===== config.mk =====
export PLATFORM = sky130hd
export DESIGN_NAME = periph_xbar
export DESIGN_NICKNAME = d
export VERILOG_FILES = /design/src/rtl/periph_xbar_pkg.sv /design/src/rtl/periph_xbar_rr_arbiter.sv /design/src/rtl/periph_xbar.sv
export SDC_FILE = /design/constraint.sdc
export NUM_CORES = 1
export LEC_CHECK = 0
export CAP_MARGIN = 5
export CORE_AREA = 2 2 243 245
export DETAILED_ROUTE_END_ITERATION = 10
export DIE_AREA = 0 0 245 247
export DONT_BUFFER_PORTS = 1
export GPL_TIMING_DRIVEN = 0
export REMOVE_ABC_BUFFERS = 1
export SKIP_CTS_REPAIR_TIMING = 1
export SLEW_MARGIN = 25
export SYNTH_ARGS = -nofsm -noshare
export SYNTH_HDL_FRONTEND = slang
export SYNTH_HIERARCHICAL = 1
export SYNTH_SLANG_ARGS = --single-unit

===== constraint.sdc =====
create_clock -name clk -period 10.5 [get_ports clk]
set_clock_uncertainty 0.2 [all_clocks]
set_input_delay 0.525 -clock clk [delete_from_list [all_inputs] [get_ports clk]]
set_output_delay 0.525 -clock clk [all_outputs]
set_load 0.1 [all_outputs]

===== src/rtl/periph_xbar_pkg.sv =====
// Shared types and helpers for the peripheral crossbar.
package periph_xbar_pkg;

   typedef enum logic {IDLE = 1'b0, WAIT = 1'b1} xbar_state_e;

   localparam logic [31:0] ERR_RDATA_DEFAULT = 32'hBADA_CCE5;

   // Index width that never collapses to zero bits for single-entry vectors.
   function automatic int unsigned clog2_min1(input int unsigned n);
      return (n <= 1) ? 1 : $clog2(n);
   endfunction

endpackage


===== src/rtl/periph_xbar_rr_arbiter.sv =====
// Combinational round-robin pick: first requester at or after ptr_i, wrapping.
module periph_xbar_rr_arbiter #(
   parameter int unsigned N  = 3,
   parameter int unsigned IW = 2
) (
   input  logic [N-1:0]  req_i,
   input  logic [IW-1:0] ptr_i,
   output logic [N-1:0]  gnt_o,
   output logic [IW-1:0] idx_o,
   output logic          valid_o
);

   logic [IW-1:0] j;

   // Walk offsets from farthest to nearest so the nearest requester wins.
   always_comb begin
      gnt_o   = '0;
      idx_o   = '0;
      valid_o = 1'b0;
      j       = '0;
      for (int k = N - 1; k >= 0; k--) begin
         j = IW'((32'(ptr_i) + unsigned'(k)) % N);
         if (req_i[j]) begin
            gnt_o    = '0;
            gnt_o[j] = 1'b1;
            idx_o    = j;
            valid_o  = 1'b1;
         end
      end
   end

endmodule


===== src/rtl/periph_xbar.sv =====
// NB_MASTER x NB_SLAVE req/gnt/rvalid crossbar with per-port round-robin arbiters
// and an internal error responder for unmapped addresses.
//
// state | meaning
// IDLE  | port free, arbitrating among eligible masters
// WAIT  | one transaction outstanding, waiting for its rvalid
module periph_xbar
   import periph_xbar_pkg::*;
#(
   parameter int unsigned NB_MASTER  = 3,
   parameter int unsigned NB_SLAVE   = 3,
   parameter int unsigned ADDR_WIDTH = 32,
   parameter int unsigned DATA_WIDTH = 32,
   parameter logic [NB_SLAVE*ADDR_WIDTH-1:0] START_ADDR =
      {32'h1A10_0000, 32'h0010_0000, 32'h0000_0000},
   parameter logic [NB_SLAVE*ADDR_WIDTH-1:0] END_ADDR =
      {32'h1A11_FFFF, 32'h001F_FFFF, 32'h000F_FFFF},
   parameter logic [DATA_WIDTH-1:0] ERR_RDATA = ERR_RDATA_DEFAULT
) (
   input  logic                                clk,
   input  logic                                rst,
   input  logic [NB_MASTER-1:0]                m_req_i,
   input  logic [NB_MASTER*ADDR_WIDTH-1:0]     m_addr_i,
   input  logic [NB_MASTER-1:0]                m_we_i,
   input  logic [NB_MASTER*(DATA_WIDTH/8)-1:0] m_be_i,
   input  logic [NB_MASTER*DATA_WIDTH-1:0]     m_wdata_i,
   output logic [NB_MASTER-1:0]                m_gnt_o,
   output logic [NB_MASTER-1:0]                m_rvalid_o,
   output logic [NB_MASTER*DATA_WIDTH-1:0]     m_rdata_o,
   output logic [NB_MASTER-1:0]                m_err_o,
   output logic [NB_SLAVE-1:0]                 s_req_o,
   output logic [NB_SLAVE*ADDR_WIDTH-1:0]      s_addr_o,
   output logic [NB_SLAVE-1:0]                 s_we_o,
   output logic [NB_SLAVE*(DATA_WIDTH/8)-1:0]  s_be_o,
   output logic [NB_SLAVE*DATA_WIDTH-1:0]      s_wdata_o,
   input  logic [NB_SLAVE-1:0]                 s_gnt_i,
   input  logic [NB_SLAVE-1:0]                 s_rvalid_i,
   input  logic [NB_SLAVE*DATA_WIDTH-1:0]      s_rdata_i
);

   localparam int unsigned BW = DATA_WIDTH / 8;
   localparam int unsigned NP = NB_SLAVE + 1;
   localparam int unsigned MW = clog2_min1(NB_MASTER);
   localparam int unsigned TW = clog2_min1(NP);

   logic [NB_MASTER-1:0][TW-1:0] tgt;
   logic [NB_MASTER-1:0]         pend_q, pend_d;
   logic [NB_MASTER-1:0]         gnt_oh_a [NP];
   logic                         rvalid_a [NP];
   logic [MW-1:0]                owner_a  [NP];
   logic [DATA_WIDTH-1:0]        rdata_a  [NP];

   // Lowest matching slave wins; no match selects the error port (index NB_SLAVE).
   always_comb begin
      for (int m = 0; m < NB_MASTER; m++) begin
         tgt[m] = TW'(NB_SLAVE);
         for (int s = NB_SLAVE - 1; s >= 0; s--) begin
            if (m_addr_i[m*ADDR_WIDTH +: ADDR_WIDTH] >= START_ADDR[s*ADDR_WIDTH +: ADDR_WIDTH] &&
                m_addr_i[m*ADDR_WIDTH +: ADDR_WIDTH] <= END_ADDR[s*ADDR_WIDTH +: ADDR_WIDTH])
               tgt[m] = TW'(s);
         end
      end
   end

   for (genvar p = 0; p < NP; p++) begin : g_port
      xbar_state_e          state_q, state_d;
      logic [MW-1:0]        owner_q, owner_d, ptr_q, ptr_d, win_idx;
      logic [NB_MASTER-1:0] elig, win_oh;
      logic                 win_valid, port_req, port_gnt, port_rvalid, dn_gnt, dn_rvalid;

      always_comb begin
         elig = '0;
         for (int m = 0; m < NB_MASTER; m++)
            elig[m] = m_req_i[m] & ~pend_q[m] & (tgt[m] == TW'(p));
      end

      periph_xbar_rr_arbiter #(.N(NB_MASTER), .IW(MW)) u_arb (
         .req_i   (elig),
         .ptr_i   (ptr_q),
         .gnt_o   (win_oh),
         .idx_o   (win_idx),
         .valid_o (win_valid)
      );

      always_ff @(posedge clk) begin
         if (rst) begin
            state_q <= IDLE;
            owner_q <= '0;
            ptr_q   <= '0;
         end else begin
            state_q <= state_d;
            owner_q <= owner_d;
            ptr_q   <= ptr_d;
         end
      end

      always_comb begin
         state_d = state_q;
         owner_d = owner_q;
         ptr_d   = ptr_q;
         case (state_q)
            IDLE: if (port_gnt) begin
               state_d = WAIT;
               owner_d = win_idx;
               ptr_d   = (win_idx == MW'(NB_MASTER - 1)) ? '0 : win_idx + 1'b1;
            end
            WAIT: if (port_rvalid) state_d = IDLE;
            default: state_d = IDLE;
         endcase
      end

      always_comb begin
         port_req    = !rst && (state_q == IDLE) && win_valid;
         port_gnt    = port_req && dn_gnt;
         port_rvalid = !rst && (state_q == WAIT) && dn_rvalid;
      end

      if (p < NB_SLAVE) begin : g_slv
         assign dn_gnt     = s_gnt_i[p];
         assign dn_rvalid  = s_rvalid_i[p];
         assign rdata_a[p] = s_rdata_i[p*DATA_WIDTH +: DATA_WIDTH];
         assign s_req_o[p] = port_req;
         assign s_we_o[p]  = port_req ? m_we_i[win_idx] : 1'b0;
         assign s_addr_o[p*ADDR_WIDTH +: ADDR_WIDTH] =
            port_req ? m_addr_i[win_idx*ADDR_WIDTH +: ADDR_WIDTH] : '0;
         assign s_be_o[p*BW +: BW] = port_req ? m_be_i[win_idx*BW +: BW] : '0;
         assign s_wdata_o[p*DATA_WIDTH +: DATA_WIDTH] =
            port_req ? m_wdata_i[win_idx*DATA_WIDTH +: DATA_WIDTH] : '0;
      end else begin : g_err
         // Error responder accepts immediately and answers on the following cycle.
         assign dn_gnt     = 1'b1;
         assign dn_rvalid  = 1'b1;
         assign rdata_a[p] = ERR_RDATA;
      end

      assign gnt_oh_a[p] = port_gnt ? win_oh : '0;
      assign rvalid_a[p] = port_rvalid;
      assign owner_a[p]  = owner_q;
   end

   always_comb begin
      m_gnt_o    = '0;
      m_rvalid_o = '0;
      m_err_o    = '0;
      m_rdata_o  = '0;
      for (int p = 0; p < NP; p++) begin
         m_gnt_o = m_gnt_o | gnt_oh_a[p];
         if (rvalid_a[p]) begin
            m_rvalid_o[owner_a[p]] = 1'b1;
            m_err_o[owner_a[p]]    = (p == NP - 1);
            m_rdata_o[owner_a[p]*DATA_WIDTH +: DATA_WIDTH] = rdata_a[p];
         end
      end
   end

   assign pend_d = (pend_q | m_gnt_o) & ~m_rvalid_o;

   always_ff @(posedge clk) begin
      if (rst) pend_q <= '0;
      else     pend_q <= pend_d;
   end

endmodule


* Word-level counts from Yosys, hierarchy flattened
Index checks and enable logic that the tools add are counted.
Word-level totals: register bits 23, bits in latches 0, RAM bits 0, memory bits (read-only) 0, bits of input ports 314, output and inout port bits 315, word-level logic and storage cells 358, memories kept 0
Operators by class: add/sub/neg operators 16, multiply operators 0, div/mod/pow operators 12, magnitude comparators 53, equal/unequal tests 13, shift-type cells 17, muxes and demuxes 151, bitwise operators 32, reductions and logical operators 51
Operators by type and width (number):
- 96-bit by 8-bit indexed part select with 32-bit output | 6
- 96-bit 2-to-1 mux | 4
- 32-bit by 34-bit variable shift with 96-bit output (first input constant) | 4
- 96-bit bitwise mux | 3
- 32-bit by 34-bit indexed part select with 96-bit output | 3
- 32-bit by 2-bit modulo with 32-bit output (second input constant) | 8
- 32-bit 2-to-1 mux | 6
- 7-bit negation with 34-bit output | 4
- 2-bit by 2-bit modulo with 32-bit output (second input constant) | 4
- 96-bit bitwise AND | 1
- 32-bit by 1-bit >= comparator with 1-bit output (second input constant) | 3
- 32-bit by 21-bit >= comparator with 1-bit output (second input constant) | 3
- 32-bit by 29-bit >= comparator with 1-bit output (second input constant) | 3
- 32-bit by 20-bit less-or-equal comparator with 1-bit output (second input constant) | 3
- 32-bit by 21-bit less-or-equal comparator with 1-bit output (second input constant) | 3
- 32-bit by 29-bit less-or-equal comparator with 1-bit output (second input constant) | 3
- 32-bit by 34-bit indexed part select with 96-bit output (first input constant) | 1
- 3-bit 2-to-1 mux | 21
- 2-bit by 3-bit < comparator with 1-bit output (second input constant) | 19
- 1-bit 2-to-1 mux | 57
- 2-bit 2-to-1 mux | 22
- 1-bit logical AND | 43
- 12-bit by 5-bit indexed part select with 4-bit output | 3
- 1-bit demux with 2-bit select | 16
- other kinds (17) | 102

* Depth between registers and ports, before layout
Gate-level depths: netlist of run 1.
depth in word-level cells 20, depth in mapped cells 15, mapped depth without buffers 12

* Hierarchy
The synthesis of run 1 kept the hierarchy.
Modules (own cells, without submodules):
- periph_xbar | times used 1, cells an instance 1479, area each 9232.6 um2, sequential area each 460.4 um2
- periph_xbar_rr_arbiter | times used 4, cells an instance 47, area each 349.1 um2, sequential area each 0.0 um2

* Worst setup path before layout of run 1
No wires, ideal clock.
kind input-to-output, start point input port m_addr_i[87], end point output port s_wdata_o[53], arrival 4.867 ns, required time 9.775 ns, slack 4.908 ns, stages on the path 14, buffers on the path 4, path through nor3_1 nand4_1 nor4b_1 mux2i_1 o22ai_1 a21oi_2 a31o_2 clkbuf_1 nor2b_1 clkbuf_1 buf_2 buf_1 a21oi_1 nor2_1
Between the ends: longest elaborated chain between the ends 14, elaborated cells on any way between the ends 29, those cells by class 6 x order compare; 1 x eq/ne; 1 x shift; 16 x mux; 1 x bitwise; 4 x reduce/logical
Ends and longest elaborated chain:
- start, declared | RTL line periph_xbar.sv:23 | input logic [NB_MASTER*ADDR_WIDTH-1:0] m_addr_i,
- 32-bit by 29-bit >= comparator with 1-bit output or 32-bit by 29-bit less-or-equal comparator with 1-bit output (tied branches) | RTL line periph_xbar.sv:58, periph_xbar.sv:59
- 1-bit logical AND | RTL line periph_xbar.sv:58 | if (m_addr_i[m*ADDR_WIDTH +: ADDR_WIDTH] >= START_ADDR[s*ADDR_WIDTH +: ADDR_WIDTH] &&
- 1-bit 2-to-1 mux | RTL line periph_xbar.sv:58
- 2-bit 2-to-1 mux | RTL line periph_xbar.sv:58
- 2-bit 2-to-1 mux * | RTL line periph_xbar.sv:58
- 2-bit by 1-bit == test with 1-bit output * | RTL line periph_xbar.sv:74 | elig[m] = m_req_i[m] & ~pend_q[m] & (tgt[m] == TW'(p));
- 1-bit bitwise AND * | RTL line periph_xbar.sv:74
- net g_port[1].elig[2] | RTL line periph_xbar.sv:68 | logic [NB_MASTER-1:0] elig, win_oh;
- 1-bit binary-select mux with 2-bit select | RTL line periph_xbar_rr_arbiter.sv:23 | if (req_i[j]) begin
- 1-bit 2-to-1 mux (implied by the code) | RTL line periph_xbar_rr_arbiter.sv:23
- 2-bit 2-to-1 mux (2 in series) | RTL line periph_xbar_rr_arbiter.sv:23
- 2-bit 2-to-1 mux * | RTL line periph_xbar_rr_arbiter.sv:23
- net g_port[1].win_idx[0] | RTL line periph_xbar.sv:67 | logic [MW-1:0] owner_q, owner_d, ptr_q, ptr_d, win_idx;
- 96-bit by 8-bit indexed part select with 32-bit output * | RTL line periph_xbar.sv:128 | port_req ? m_wdata_i[win_idx*DATA_WIDTH +: DATA_WIDTH] : '0;
- 32-bit 2-to-1 mux * | RTL line periph_xbar.sv:128
- end, declared | RTL line periph_xbar.sv:35 | output logic [NB_SLAVE*DATA_WIDTH-1:0] s_wdata_o,
The timed path passes the listed nets; every way through them passes the cells marked *. The select of a mux whose other input is x is not followed.

* Final worst setup path of run 1
start point input port m_addr_i[94], end point output port s_wdata_o[43]
The elaborated chain is that of the path after synthesis.

==> reports/summary.json, run 1 <==
{
  "worstSkewPairLatency": {"value": 0.26, "unit": "ns"},
  "detailedPlace.worstSlack": {"value": 4.57, "unit": "ns"},
  "coreArea": {"value": 0.0582, "unit": "mm^2"},
  "worstSetupStartpointType": {"value": "input pin"},
  "drt_first_pass_iters": {"value": 7},
  "pwr_density_cell": {"value": 46.6, "unit": "mW/mm^2"},
  "synth.area.mux_share": {"value": 22.4, "unit": "%"},
  "numPlacedInstances": {"value": 2357},
  "most_common_cell_in_the_synthesized_netlist": {"value": "nor2_1"},
  "detail_route.iter0.violations": {"value": 1190},
  "fillers": {"value": 6350},
  "yosys.cell_types.count": {"value": 68},
  "antenna_left": {"value": 0},
  "clk_path_buf_depth": {"value": 2},
  "synth-edff-count": {"value": 0},
  "detailed_placer_s_ending_hpwl": {"value": 52100, "unit": "um"},
  "crit_path_top_delay_cell": {"value": "nor2_2"},
  "timing.final.setup_violations": {"value": 0},
  "antenna_found_initial": {"value": 1},
  "routedWlPerCell": {"value": 26.8, "unit": "um"},
  "synth_top_family_by_area": {"value": "compound AO/OA/AOI/OAI gates"},
  "yosysTopAreaCellShare": {"value": 20.9, "unit": "%"},
  "numCtsBuffers": {"value": 3},
  "grt_util_met3": {"value": 5.12, "unit": "%"},
  "grt_setup_unrepaired": {"value": "false"},
  "min_from": {"value": "rst"},
  "worst_ir_drop_vdd": {"value": 0.0000763, "unit": "V"},
  "yosys.area_share.adder": {"value": 3.88, "unit": "%"},
  "synth-async-reset-ratio": {"value": 0, "unit": "%"},
  "rrSetupSlack": {"value": 6.08, "unit": "ns"},
  "clock_tree_from_tritoncts": {"value": "done"},
  "die_outline_area": {"value": 0.0605, "unit": "mm^2"},
  "grt_util_met2": {"value": 32.4, "unit": "%"},
  "synth_seq_cells": {"value": 23},
  "ratio_of_routed_vias_to_standard_cells": {"value": 5.67},
  "synth-compound-area-share": {"value": 33.0, "unit": "%"},
  "inserted_diodes": {"value": 0},
  "maxSlewViolCount": {"value": 0},
  "grt_first_pass_wirelength": {"value": 87500, "unit": "um"},
  "final_net_count": {"value": 1938},
  "grt_util_met1": {"value": 21.1, "unit": "%"},
  "fin_tns_setup": {"value": 0, "unit": "ns"},
  "grt_remaining_overflow": {"value": 0},
  "tightest_slew": {"value": 1.13, "unit": "ns"},
  "critical_path.endpoint": {"value": "s_wdata_o[43]"},
  "place.gp.congestion": {"value": 0.932},
  "timing.setup.critical_path_class": {"value": "input pin to output pin"},
  "synth_top_cell_by_area": {"value": "mux2i_1"},
  "total_routing_usage_gr": {"value": 19.2, "unit": "%"},
  "layout_worst_path_cycle_share": {"value": 57.6, "unit": "%"},
  "finalWorstPathRequiredPeriod": {"value": 6.05, "unit": "ns"},
  "synth_seq_area_share": {"value": 4.33, "unit": "%"},
  "die_boundary_height": {"value": 247, "unit": "um"},
  "layout_setup_ws": {"value": 4.45, "unit": "ns"},
  "max_capacitance_violation_total": {"value": 0},
  "start_util": {"value": 18.3, "unit": "%"},
  "worst-endpoint-arrival": {"value": 5.32, "unit": "ns"},
  "rows": {"value": 89},
  "worstRegToRegCells": {"value": 11},
  "layout-drive-gt1-share": {"value": 24.9, "unit": "%"},
  "worst_setup_path_startpoint": {"value": "m_addr_i[94]"},
  "detailroute.via_count": {"value": 13400},
  "slew-limit-headroom": {"value": 24.5, "unit": "%"},
  "avgSynthCellArea": {"value": 6.38, "unit": "um^2"},
  "grt_most_used_layer": {"value": "met2"},
  "dieWidth": {"value": 245, "unit": "um"},
  "postSynthCellCount": {"value": 1667},
  "ioPinCount": {"value": 629},
  "cts.sinks": {"value": 23},
  "cp-end-kind": {"value": "output pin"},
  "hold_path_class": {"value": "input pin to register"},
  "cp_cell_sequence": {"value": "nor3_1 > nand4_1 > nor4b_2 > o211ai_1 > a2bb2oi_1 > o22ai_4 > buf_16 > nor2b_4 > buf_16 > buf_12 > a21oi_1 > nor2_2"},
  "hold_viol_final": {"value": 0},
  "htreeDepth": {"value": 1},
  "grt_start_max_net_pins": {"value": 47},
  "cts.reportedPaths.clkPinSlew": {"value": 0.06, "unit": "ns"},
  "total_routed_length": {"value": 63400, "unit": "um"},
  "layout.area.seq": {"value": 460, "unit": "um^2"},
  "critPathMaxStageDelay": {"value": 0.82, "unit": "ns"},
  "synthFlopType": {"value": "dfxtp_1"},
  "post_synthesis_instance_area": {"value": 0.0106, "unit": "mm^2"},
  "outcome": {"value": "complete, no violations"},
  "ys_top_cells_by_area": {"value": "mux2i_1, nor2_1, a21oi_1, dfxtp_1, ha_1"},
  "worst-endpoint-required": {"value": 9.78, "unit": "ns"},
  "areaGrowthSynthToFinish": {"value": 33.2, "unit": "%"},
  "synth_common_cells": {"value": "nor2_1, a21oi_1, mux2i_1"},
  "synthesis.yosys.warnings": {"value": 6},
  "worst_r2r_start": {"value": "g_port[0].ptr_q[1]$_SDFFE_PP0P_"},
  "crit_path_frequent_cell": {"value": "buf_16"},
  "p_leak": {"value": 4.15, "unit": "nW"},
  "max_clock_freq": {"value": 165, "unit": "MHz"},
  "crit_fanout": {"value": 27},
  "final_core_util": {"value": 24.3, "unit": "%"},
  "cts_root_buf": {"value": "clkbuf_16"},
  "post_synth_simple_gate_area": {"value": 28.1, "unit": "%"},
  "placement.io_buffers": {"value": 0},
  "yosys.area_share.xor_xnor": {"value": 0, "unit": "%"},
  "final_cell_count_no_fill": {"value": 2363},
  "number_of_global_route_vias_before_repair": {"value": 12400},
  "worst_r2r_endpoint": {"value": "pend_q[1]$_SDFF_PP0_"},
  "multi_input_gate_area_in_the_final_layout": {"value": 0.0110, "unit": "mm^2"},
  "drc_errors": {"value": 0}
}
[state kept, by name, indices dropped and copies added (netlist names)]
name,cells
g_port.state_q,4
pend_q,3
g_port.owner_q,8
g_port.ptr_q,8
[critical path, delay by kind of cell]
family	cells	cell delay [ns]
buffers and inverters	3	0.62
AO/OA/AOI/OAI	4	1.28
AND/OR/NAND/NOR	5	2.85
[placed cells by master, fill, tap and decap left out, types with 5 or more instances in the layout]
| master | synthesis | routed |
|---|---|---|
| nand4_1 | 14 | 14 |
| a32o_1 | 6 | 6 |
| nor3_1 | 27 | 13 |
| nor2_1 | 448 | 241 |
| nor2_4 | 0 | 119 |
| o21ai_0 | 13 | 13 |
| nor2b_1 | 16 | 12 |
| ha_1 | 33 | 33 |
| a221o_1 | 40 | 37 |
| a21oi_1 | 265 | 265 |
| inv_1 | 32 | 32 |
| nand2_4 | 0 | 5 |
| nor2_2 | 0 | 88 |
| nand2b_1 | 10 | 10 |
| buf_8 | 0 | 13 |
| dfxtp_1 | 23 | 23 |
| nor3_2 | 1 | 14 |
| o31ai_1 | 5 | 5 |
| nand3_1 | 6 | 5 |
| a211oi_4 | 0 | 26 |
| buf_4 | 6 | 20 |
| a22o_1 | 38 | 38 |
| buf_6 | 6 | 7 |
| mux2_2 | 6 | 6 |
| a22oi_1 | 27 | 27 |
| nand2_1 | 78 | 74 |
| and4b_1 | 7 | 7 |
| buf_12 | 0 | 11 |
| a221oi_1 | 32 | 32 |
| mux2i_1 | 222 | 222 |
| nand3b_1 | 13 | 13 |
| buf_16 | 0 | 32 |
| o22ai_1 | 13 | 10 |
[cell families (layout without fill, tap and decap cells)]
kind of cell	count (synthesis)	in the layout
mux	232	232
flops	23	23
simple gates	666	666
fa+ha+maj	33	33
buf+inv	199	122
compound gates	514	514
[layer usage]
layer	up-vias	wire length [um]
li1	5918	-
met1	6316	22400
met2	949	29600
met3	206	6480
met4	2	4840
met5	-	13
[worst min-delay path by stage]
stage	endpoint	slack, ns	cells past startpoint
floorplan	g_port[0].ptr_q[1]$_SDFFE_PP0P_	0.26	2
global placement	g_port[1].ptr_q[0]$_SDFFE_PP0P_	0.28	2
detailed placement	g_port[1].ptr_q[1]$_SDFFE_PP0P_	0.29	2
CTS	g_port[3].ptr_q[1]$_SDFFE_PP0P_	0.13	1
global route	g_port[1].ptr_q[1]$_SDFFE_PP0P_	0.12	1
finish	g_port[1].ptr_q[0]$_SDFFE_PP0P_	0.13	1
[power breakdown]
| group | switching [mW] | leakage, nW | total, mW | internal (mW) |
|---|---|---|---|---|
| logic | 0.353 | 3.93 | 0.468 | 0.115 |
| clock network | 0.0348 | 0.0371 | 0.0866 | 0.0518 |
| registers | 0.0115 | 0.186 | 0.106 | 0.0946 |
| total | 0.399 | 4.15 | 0.660 | 0.261 |
[cell type report]
type                            instances  area share [%]
Multi-Input combinational cell       1445            77.6
Clock buffer                            3           0.530
Timing Repair Buffer                   84            10.8
Inverter                               34           0.901
Clock inverter                          1          0.0530
Tap cell                              773            6.83
Sequential cell                        23            3.25
[per-stage QoR]
step,power (mW),cell area (um^2),hold slack (ns)
6_report,0.660,14200,0.125
3_3_place_gp,0.529,10800,0.281
3_5_place_dp,0.570,14000,0.290
4_1_cts,0.659,14100,0.133
2_1_floorplan,0.477,9880,0.259
5_1_grt,0.691,14200,0.120
No activity file was read; power rests on OpenSTA's default activity.
==> run 2: changes to the inputs <==
- clock period: 10.5 -> 5.8 ns (I/O delays scaled with it)
==> run 2 against run 1 <==
Against the previous run: sequential share of layout area about the same; clock power increased by 81%; register-to-register slack got worse by 4.7 ns; power increased by 82%; critical path depth unchanged; first-iteration DRC count decreased by 6.2%; sequential cell count unchanged; utilization increased by 0.056 points; combinational power increased by 82%; highest routed layer unchanged; sequential power increased by 81%.
==> reports/summary.json, run 2 (synthesis gave the netlist of run 1 again) <==
{
  "tightest_slew": {"value": 1.13, "unit": "ns"},
  "die_outline_area": {"value": 0.0605, "unit": "mm^2"},
  "register_share_of_total_power": {"value": 16.0, "unit": "%"},
  "detailroute.via_count": {"value": 13500},
  "numPlacedInstances": {"value": 2357},
  "drc_errors": {"value": 0},
  "antenna_found_initial": {"value": 1},
  "post-route-cell-area": {"value": 0.0142, "unit": "mm^2"},
  "largest_registers": {"value": "g_port.owner_q (8), g_port.ptr_q (8), g_port.state_q (4)"},
  "worst_r2r_endpoint": {"value": "pend_q[1]$_SDFF_PP0_"},
  "grt_start_max_net_pins": {"value": 47},
  "slew-limit-headroom": {"value": 24.7, "unit": "%"},
  "hold_viol_final": {"value": 0},
  "number_of_global_route_vias_before_repair": {"value": 12400},
  "cts.reportedPaths.clkPinSlew": {"value": 0.06, "unit": "ns"},
  "p_comb_share": {"value": 70.9, "unit": "%"},
  "finalWorstPathRequiredPeriod": {"value": 5.54, "unit": "ns"},
  "layout_setup_ws": {"value": 0.256, "unit": "ns"},
  "crit_path_frequent_cell": {"value": "buf_16"},
  "coreArea": {"value": 0.0582, "unit": "mm^2"},
  "placement.io_buffers": {"value": 0},
  "critPathMaxStageDelay": {"value": 0.82, "unit": "ns"},
  "timing.final.setup_violations": {"value": 0},
  "clock_tree_from_tritoncts": {"value": "done"},
  "worst_ir_drop_vdd": {"value": 0.000139, "unit": "V"},
  "htreeDepth": {"value": 1},
  "cts.sinks": {"value": 23},
  "worst_setup_path_startpoint": {"value": "m_addr_i[94]"},
  "dieWidth": {"value": 245, "unit": "um"},
  "p_leak": {"value": 4.17, "unit": "nW"},
  "outcome": {"value": "complete, no violations"},
  "max_capacitance_violation_total": {"value": 0},
  "drt_first_pass_iters": {"value": 5},
  "worstSetupStartpointType": {"value": "input pin"},
  "final_core_util": {"value": 24.4, "unit": "%"},
  "total_routed_length": {"value": 63600, "unit": "um"},
  "max_clock_freq": {"value": 180, "unit": "MHz"},
  "final_cell_count_no_fill": {"value": 2367},
  "routedWlPerCell": {"value": 26.9, "unit": "um"},
  "clk_path_buf_depth": {"value": 2},
  "postPlaceCellArea": {"value": 0.0140, "unit": "mm^2"},
  "layout-drive-gt1-share": {"value": 24.9, "unit": "%"},
  "worstSkewPairLatency": {"value": 0.26, "unit": "ns"},
  "total_power": {"value": 1.20, "unit": "mW"},
  "timing.setup.critical_path_class": {"value": "input pin to output pin"},
  "grt_first_pass_wirelength": {"value": 87500, "unit": "um"},
  "numCtsBuffers": {"value": 3},
  "detailed_placer_s_ending_hpwl": {"value": 52100, "unit": "um"},
  "cts_root_buf": {"value": "clkbuf_16"},
  "crit_fanout": {"value": 27},
  "ioPinCount": {"value": 629},
  "die_boundary_height": {"value": 247, "unit": "um"},
  "rrSetupSlack": {"value": 1.40, "unit": "ns"},
  "cp-end-kind": {"value": "output pin"},
  "total_internal_power": {"value": 474, "unit": "uW"},
  "place.gp.congestion": {"value": 0.932},
  "critical_path.endpoint": {"value": "s_wdata_o[43]"},
  "ratio_of_routed_vias_to_standard_cells": {"value": 5.68},
  "crit_path_top_delay_cell": {"value": "nor2_2"},
  "hold_path_class": {"value": "input pin to register"},
  "grt_remaining_overflow": {"value": 0},
  "most-common-layout-cells": {"value": "a21oi_1, nor2_1, mux2i_1"},
  "pwr_density_cell": {"value": 84.6, "unit": "mW/mm^2"},
  "worst_r2r_start": {"value": "g_port[0].ptr_q[1]$_SDFFE_PP0P_"},
  "layout_worst_path_cycle_share": {"value": 95.6, "unit": "%"},
  "worst-endpoint-arrival": {"value": 5.05, "unit": "ns"},
  "layout_commonest_cell": {"value": "a21oi_1"},
  "cp_cell_sequence": {"value": "nor3_1 > nand4_1 > nor4b_2 > o211ai_1 > a2bb2oi_1 > o22ai_4 > buf_16 > nor2b_4 > buf_16 > buf_12 > a21oi_1 > nor2_2"},
  "final_net_count": {"value": 1941},
  "areaGrowthSynthToFinish": {"value": 33.5, "unit": "%"},
  "start_util": {"value": 18.3, "unit": "%"},
  "power.switching": {"value": 727, "unit": "uW"},
  "antenna_left": {"value": 0},
  "total_routing_usage_gr": {"value": 19.2, "unit": "%"},
  "detailedPlace.worstSlack": {"value": 0.337, "unit": "ns"},
  "fillers": {"value": 6348},
  "clock_share_of_power": {"value": 13.1, "unit": "%"},
  "maxSlewViolCount": {"value": 0},
  "power.share.switching": {"value": 60.5, "unit": "%"},
  "worstRegToRegCells": {"value": 11},
  "rows": {"value": 89},
  "worst-endpoint-required": {"value": 5.31, "unit": "ns"},
  "grt_setup_unrepaired": {"value": "false"},
  "detail_route.iter0.violations": {"value": 1116}
}
## run 2: changes by cell type in the layout (fill, tap and decap cells not counted)
cell,change
diode_2,+1
dlygate4sd3_1,+3
## run 2: metrics by stage
step,setup TNS (ns),hold WS (ns)
finish,0,0.00772
global route,0,0.00568
CTS,0,-0.102
detailed placement,0,0.180
global placement,-2286.37,0.172
floorplan,-770.77,0.159
## run 2: routing by layer
metal / global-route usage [%] / share of wire (%) / wire length [um]
met1: 21.1 / 36 / 22800
met2: 32.4 / 47 / 29700
met3: 5.12 / 9.7 / 6200
met4: 12.8 / 7.8 / 4950
met5: 0 / 0.020 / 13
## run 2: worst min path at each step
stage	startpoint	endpoint	slack, ns	depth (start not counted)
after floorplan	rst	g_port[0].ptr_q[0]$_SDFFE_PP0P_	0.16	1
after global placement	rst	g_port[1].ptr_q[0]$_SDFFE_PP0P_	0.17	1
after detailed placement	rst	g_port[1].ptr_q[1]$_SDFFE_PP0P_	0.18	1
after CTS	rst	g_port[3].ptr_q[1]$_SDFFE_PP0P_	-0.10	1
after global routing	rst	pend_q[2]$_SDFF_PP0_	0.006	2
final	s_gnt_i[0]	g_port[0].ptr_q[1]$_SDFFE_PP0P_	0.008	2
## run 2: area by class of cell
type | count | area [um^2] | share of cell area (%)
diodes | 1 | 2.50 | 0.0176
clock buffers | 3 | 75.1 | 0.529
clock inverters | 1 | 7.51 | 0.0529
inverters | 34 | 128 | 0.899
multi-input cells | 1445 | 11000 | 77.5
flip-flops and latches | 23 | 460 | 3.24
well taps | 773 | 967 | 6.81
repair buffers | 87 | 1560 | 11.0
## run 2: worst max-delay path: cells and delay by family
| kind | cells | cell delay, ns |
|---|---|---|
| and+or+nand+nor | 5 | 2.83 |
| AOI/OAI and AO/OA | 4 | 1.27 |
| buffers and inverters | 3 | 0.62 |
## run 2: power groups by stage
stage               Combinational, mW  Sequential [mW]  Clock [mW]
floorplan                       0.680            0.184           0
global placement                0.768            0.189           0
detailed placement              0.838            0.194           0
CTS                             0.841            0.191       0.162
global route                    0.896            0.194       0.167
finish                          0.852            0.192       0.157
